[src/rtl/qam16_tx_symbol_source.sv]
// rtl/qam16_tx_symbol_source.sv - 16-QAM symbol source: LFSR/counting symbols, Gray I/Q mapping, 4x zero-stuffing
// Also exports a strobe-delayed symbol reference and a frame boundary pulse.
module qam16_tx_symbol_source #(
  parameter logic signed [17:0] AMP_A     = 18'sd32768,
  parameter int                 FRAME_LEN = 1048576,
  parameter int                 REF_DELAY = 2
) (
  input  logic                sys_clk,
  input  logic                reset_n,
  input  logic                sam_clk_ena,
  input  logic                sym_clk_ena,
  input  logic                pattern_sel,
  input  logic                seed_load,
  input  logic [21:0]         seed,
  output logic signed [17:0]  i_out,
  output logic signed [17:0]  q_out,
  output logic [3:0]          sym_ref,
  output logic                frame_start
);

  localparam int                FW         = $clog2(FRAME_LEN);
  localparam logic [FW-1:0]     FRAME_LAST = FW'(FRAME_LEN - 1);
  localparam logic signed [17:0] LVL_A     = AMP_A;
  localparam logic signed [17:0] LVL_3A    = 18'(AMP_A * 3);

  logic [21:0]        r_lfsr;
  logic [3:0]         r_cnt;
  logic [1:0]         r_phase;
  logic [FW-1:0]      r_frame_cnt;
  logic               r_frame_start;
  logic signed [17:0] r_i;
  logic signed [17:0] r_q;
  logic [3:0]         r_ref [REF_DELAY];

  logic               w_strobe;
  logic [3:0]         w_sym;
  logic [21:0]        w_lfsr_next;
  logic signed [17:0] w_i_lvl;
  logic signed [17:0] w_q_lvl;

  // Gray-coded amplitude: adjacent levels differ in one bit.
  function automatic logic signed [17:0] f_map(input logic [1:0] g);
    case (g)
      2'b00:   f_map = -LVL_3A;
      2'b01:   f_map = -LVL_A;
      2'b11:   f_map = LVL_A;
      default: f_map = LVL_3A;
    endcase
  endfunction

  assign w_strobe = sym_clk_ena & sam_clk_ena;
  assign w_sym    = pattern_sel ? r_cnt : r_lfsr[3:0];
  assign w_i_lvl  = f_map(w_sym[1:0]);
  assign w_q_lvl  = f_map(w_sym[3:2]);

  // An all-zero seed would lock the LFSR, so it is replaced by all ones.
  always_comb begin
    w_lfsr_next = {r_lfsr[20:0], r_lfsr[21] ^ r_lfsr[20]};
    if (seed_load) begin
      w_lfsr_next = (seed == 22'd0) ? 22'h3FFFFF : seed;
    end
  end

  always_ff @(posedge sys_clk or negedge reset_n) begin
    if (!reset_n) begin
      r_lfsr        <= 22'h3FFFFF;
      r_cnt         <= 4'd0;
      r_phase       <= 2'd0;
      r_frame_cnt   <= '0;
      r_frame_start <= 1'b0;
      r_i           <= '0;
      r_q           <= '0;
    end else begin
      r_frame_start <= 1'b0;
      if (w_strobe) begin
        r_lfsr      <= w_lfsr_next;
        r_cnt       <= r_cnt + 4'd1;
        r_phase     <= 2'd0;
        r_i         <= w_i_lvl;
        r_q         <= w_q_lvl;
        if (r_frame_cnt == FRAME_LAST) begin
          r_frame_cnt   <= '0;
          r_frame_start <= 1'b1;
        end else begin
          r_frame_cnt   <= r_frame_cnt + 1'b1;
        end
      end else if (sam_clk_ena) begin
        r_phase     <= r_phase + 2'd1;
        r_i         <= '0;
        r_q         <= '0;
      end
    end
  end

  always_ff @(posedge sys_clk or negedge reset_n) begin
    if (!reset_n) begin
      for (int k = 0; k < REF_DELAY; k++) r_ref[k] <= 4'd0;
    end else if (w_strobe) begin
      r_ref[0] <= w_sym;
      for (int k = 1; k < REF_DELAY; k++) r_ref[k] <= r_ref[k-1];
    end
  end

  assign i_out       = r_i;
  assign q_out       = r_q;
  assign sym_ref     = r_ref[REF_DELAY-1];
  assign frame_start = r_frame_start;

endmodule

[config.mk]
export PLATFORM = sky130hd
export DESIGN_NAME = qam16_tx_symbol_source
export DESIGN_NICKNAME = d
export VERILOG_FILES = /design/src/rtl/qam16_tx_symbol_source.sv
export SDC_FILE = /design/constraint.sdc
export NUM_CORES = 1
export LEC_CHECK = 0
export ABC_AREA = 0
export BUFFER_PORTS_ARGS = -buffer_cell sky130_fd_sc_hd__buf_2
export CAP_MARGIN = 20
export CELL_PAD_IN_SITES_DETAIL_PLACEMENT = 0
export CELL_PAD_IN_SITES_GLOBAL_PLACEMENT = 1
export CORE_ASPECT_RATIO = 1.2
export CORE_MARGIN = 3
export CORE_UTILIZATION = 45
export DETAILED_ROUTE_END_ITERATION = 8
export PLACE_DENSITY = 0.93
export SLEW_MARGIN = 40
export SYNTH_ARGS = -nofsm -noshare
export SYNTH_HDL_FRONTEND = slang
export SYNTH_SLANG_ARGS = --single-unit
[constraint.sdc]
create_clock -name sys_clk -period 5.7 [get_ports sys_clk]
set_clock_uncertainty 0.1 [all_clocks]
set_input_delay 1.14 -clock sys_clk [delete_from_list [all_inputs] [get_ports sys_clk]]
set_output_delay 1.14 -clock sys_clk [all_outputs]
set_load 0.1 [all_outputs]
## Word level (Yosys, flattened, before mapping)

Cells that the tools add are included.

| storage, ports and cells | value |
|---|---|
| output and inout port bits | 41 |
| bits in registers | 91 |
| bits of input ports | 28 |

| cells by class | value |
|---|---|
| equal/unequal tests | 5 |
| reduce and logical (&&, ||, !) cells | 4 |
| multiplexer cells | 11 |
| $add $sub $neg | 2 |
| bitwise gates (word level) | 2 |

Operators with widths:

| kind | number |
|---|---|
| 18-bit case mux with 3 select lines | 2 |
| 18-bit two-way mux | 3 |
| 22-bit two-way mux | 2 |
| 22-bit logical NOT | 1 |
| 20-bit by 1-bit adder with 20-bit output, second input constant | 1 |
| 20-bit == test, second input constant | 1 |
| 20-bit two-way mux | 1 |
| 4-bit by 1-bit adder with 4-bit output, second input constant | 1 |
| 2-bit by 1-bit == test with 1-bit output, second input constant | 2 |
| 2-bit == test, second input constant | 2 |
| 2-bit logical NOT | 2 |
| 4-bit two-way mux | 1 |
| 1-bit two-way mux | 2 |
| 2-bit nonzero test | 1 |
| 1-bit AND | 1 |
| 1-bit XOR | 1 |

## Longest topological paths before layout

| depth | value |
|---|---|
| depth after elaboration | 4 |
| depth in mapped cells | 7 |
| mapped depth without buffers | 5 |

## Worst setup path after synthesis

No wires, ideal clock.

| timing | value |
|---|---|
| path kind | register -> output |
| start point | reg i_out[15] (netlist name) |
| end point | out q_out[15] |
| stages on the path, launching flop included | 2 |
| path buffers | 1 |
| required time | 4460 ps |
| slack | 3120 ps |
| arrival | 1340 ps |
| cells stage by stage | dfrtp_1 buf_4 |

RTL lines:

| item | RTL line | source |
|---|---|---|
| end, declared | 16 | `output logic signed [17:0] q_out,` |

## Final worst setup path

| timing | value |
|---|---|
| start point | in sam_clk_ena |
| end point | reg r_frame_cnt[15] |

| on the way | value |
|---|---|
| word-level cells in the longest chain between the ends | 1 |

Ends and longest elaborated chain:

| item | RTL line | source |
|---|---|---|
| start, declared | 10 | `input logic sam_clk_ena,` |
| 1-bit AND | 51 | `assign w_strobe = sym_clk_ena & sam_clk_ena;` |
| end signal, assigned | 85 | `r_frame_cnt <= r_frame_cnt + 1'b1;` |
| end, declared | 29 | `logic [FW-1:0] r_frame_cnt;` |

No other way between the ends.
A chain may end at the register's enable or synchronous reset.

==> results by group <==
Routing
  • Per-cell routed wire length: 13.7 um
  • Antenna violation net count after detailed routing: 0
  • DR WL met3: 381 um
  • Top layer in use: met4
  • Detailed Route Iter0 Violations: approximately 160
  • Drt pass-1 iters: 4
  • Via-to-Cell Ratio: roughly 5.3
  • Met2 wire len: 3110 um
  • Met1 Routed Length: 2820 um
  • Final WL: 6350 um
  • Drc violations: 0
  • Routed vias: between 2000 and 2500

Pwr
  • Max IR drop VDD: 0.175 mV
  • Pwr Density: 373 mW/mm^2
  • Leakage power: 1.51 nW

Logic synthesis
  • Mapped Area: between 0.003 and 0.004 sq mm
  • Register area share after synthesis: 46.5%
  • Top cell type's share of synthesized area: 28.9%
  • YS warnings: 0
  • Number of flops mapped to enable cells by yosys: 0
  • Avg Inst Size Synth: around 9.5 sq um
  • Synth Flop Type: dfrtp_1
  • Seq cells post-synth: 60
  • Unique masters post-synth: 38
  • Synth area leaders: dfrtp_1, dfstp_2, buf_4, o21ai_0, nor3b_1
  • Post-Syn Instances: 346
  • FFs w/ async S/R, synth: between 90% and 100%
  • Area leader, netlist: dfrtp_1

Cells and area
  • Cell Count, Final, Fillers Out: 465
  • Layout cells sized above 1: around 23%
  • Final Net Count: 403
  • Area taken by multi-input logic gates: about 0.0015 sq mm
  • # fillers: about 670
  • Layout Utilization: between 50% and 60%
  • Most frequent cells in the layout: dfrtp_1, buf_2, nand2_1
  • Area growth syn-to-layout: 7.91%
  • Ant diodes: 0
  • Register area: 0.00153 sq mm

Min path
  • Hold crit path type: flip-flop to flip-flop

Floorplan
  • Cell Rows: 33
  • Die X: between 80 and 90 um
  • Initial core utilization: 47.1%
  • IO Count: 69
  • Die Ht: 99.7 um
  • DIE AREA: 0.00838 sq mm
  • Core area: 0.00698 sq mm

Worst setup path
  • Top Family by Delay on Critical Path: simple AND/OR/NAND/NOR gates
  • Worst r2r src: r_frame_cnt[0]
  • Slowest CP cell: nor4_1
  • CP Depth: 6
  • CP endpoint kind: flip-flop
  • CP max stage delay: 0.55 ns
  • Setup crit start: sam_clk_ena
  • Signal arrival time at the worst endpoint: 2.86 ns
  • Critical Path Start Type: primary input
  • Flop2flop setup slack: 3.75 ns
  • Kind of critical path: primary input to flip-flop
  • FF-to-FF End: r_frame_cnt[15]
  • Crit path max fanout: 37
  • Crit path cell chain: buf_2, nand2_2, buf_4, nor4_1, mux2i_1, nor3_1
  • Critical Path End: r_frame_cnt[15]
  • Critical Path RT: slightly below 6 ns
  • Worst path bufs/invs: 2
  • Reg2reg path depth: 5

Clocking
  • Hold Buf Count CTS: 0
  • CTS Buf Count: 9
  • CTS tree: built
  • H-tree Lvls: 3
  • Clk buf depth: 2
  • Cts repair resizes: 0
  • Clock transition at path regs: about 0.070 ns
  • CTS root buffer: clkbuf_8
  • Worst-Skew Late Latency: 0.34 ns
  • Clock Sinks: 60
  • Postcts setup bufs: 0

Timing
  • Period utilization: 48.5%
  • Final Max Tran Viols: 0
  • Setup violators final: 0
  • Final worst slack: 2.94 ns
  • Final Hold Fails: 0
  • Unrepaired setup endpoints after global routing: no
  • Slew Limit Headroom: 49.5%
  • Least-Margin Pin Slew: 0.757 ns
  • Max Freq: ~360 MHz
  • Fin Setup TNS: 0 ns
  • Min Hold Slack: 0.370 ns
  • Minimum clock period: 2.76 ns

GRT
  • Initial antenna violation count: 0
  • GRT Overall Usage: between 10% and 20%
  • Aggregate global routing overflow: 0
  • Vias in the first global route: 2344
  • Pin count of the biggest net entering global routing: 61
  • Global-route wire length before repair: 11000 um

Placement
  • Post-DP HPWL: 4290 um
  • GP Congestion: around 0.8
  • Post-place setup slack: 2.58 ns
  • Port bufs: 38
  • Placed Instances: 449

Job
  • Max-Cap Viols: 0

Status
  • Outcome: complete, no violations
cell families after synthesis:
group,count (synthesis),share of synthesized area (%)
AOI/OAI and AO/OA,65,10.4
xor gates and xnor gates,23,6.35
adders and majority gates,2,0.761
buffers and inverters,61,11.4
DFF,60,46.5
muxes,5,1.52
other,1,0.114
and+or+nand+nor,129,23.0
cells in the mapped netlist, drive strengths merged, types with 10 or more instances:
library cell and count:
nor3b 20, or3 23, clkbuf 13, nor4 10, nand2 36, a21oi 25
nor2 12, xnor2 17, dfstp 22, dfrtp 38, buf 41, o21ai 33
how the worst min path moves through the flow:
stage                               start         endpoint  slack, ns  cells past startpoint
after floorplan           r_frame_cnt[18]  r_frame_cnt[18]       0.33                      1
after global placement           r_ref[6]       sym_ref[2]       0.35                      2
after detailed placement         r_ref[4]       sym_ref[0]       0.36                      2
after CTS                 r_frame_cnt[10]  r_frame_cnt[10]       0.38                      1
after global routing      r_frame_cnt[18]  r_frame_cnt[18]       0.40                      1
final                            r_ref[4]       sym_ref[0]       0.37                      2
tightest hold or removal path, cell delays in order (launching register included):
cell	delay (ns)
dfrtp_1	0.34
nand2_1	0.05
nand2_1	0.05
where the power goes:
part | internal, mW | switching (mW) | total [mW]
clock network | 0.159 | 0.180 | 0.338
logic | 0.0928 | 0.293 | 0.385
registers | 0.525 | 0.0753 | 0.601
total | 0.777 | 0.548 | 1.32
layer usage:
metal	vias up	track usage [%]
met4	0	5.94
met5	-	0
li1	1199	-
met3	6	3.40
met1	1169	21.4
met2	68	25.3
sequential cells by signal, indices dropped and copies added (netlist names):
register	count
frame_start	1
i_out	3
q_out	2
r_cnt	4
r_frame_cnt	20
r_lfsr	22
r_ref	4
sym_ref	4
area by class of cell:
type	count	share of cell area, %
clock buffer	9	3.49
clock inverter	7	1.45
sequential	60	43.1
tap	87	3.07
inverter	7	0.740
multi-input combinational	254	42.2
timing repair buffer	41	5.99
metrics by stage:
stage | instance area, sq um | total power [mW]
detailed placement | 3370 | 0.994
floorplan | 3400 | 0.944
global route | 3550 | 1.40
global placement | 3370 | 0.982
CTS | 3550 | 1.34
finish | 3550 | 1.32
Power figures use the tool's default switching activity.
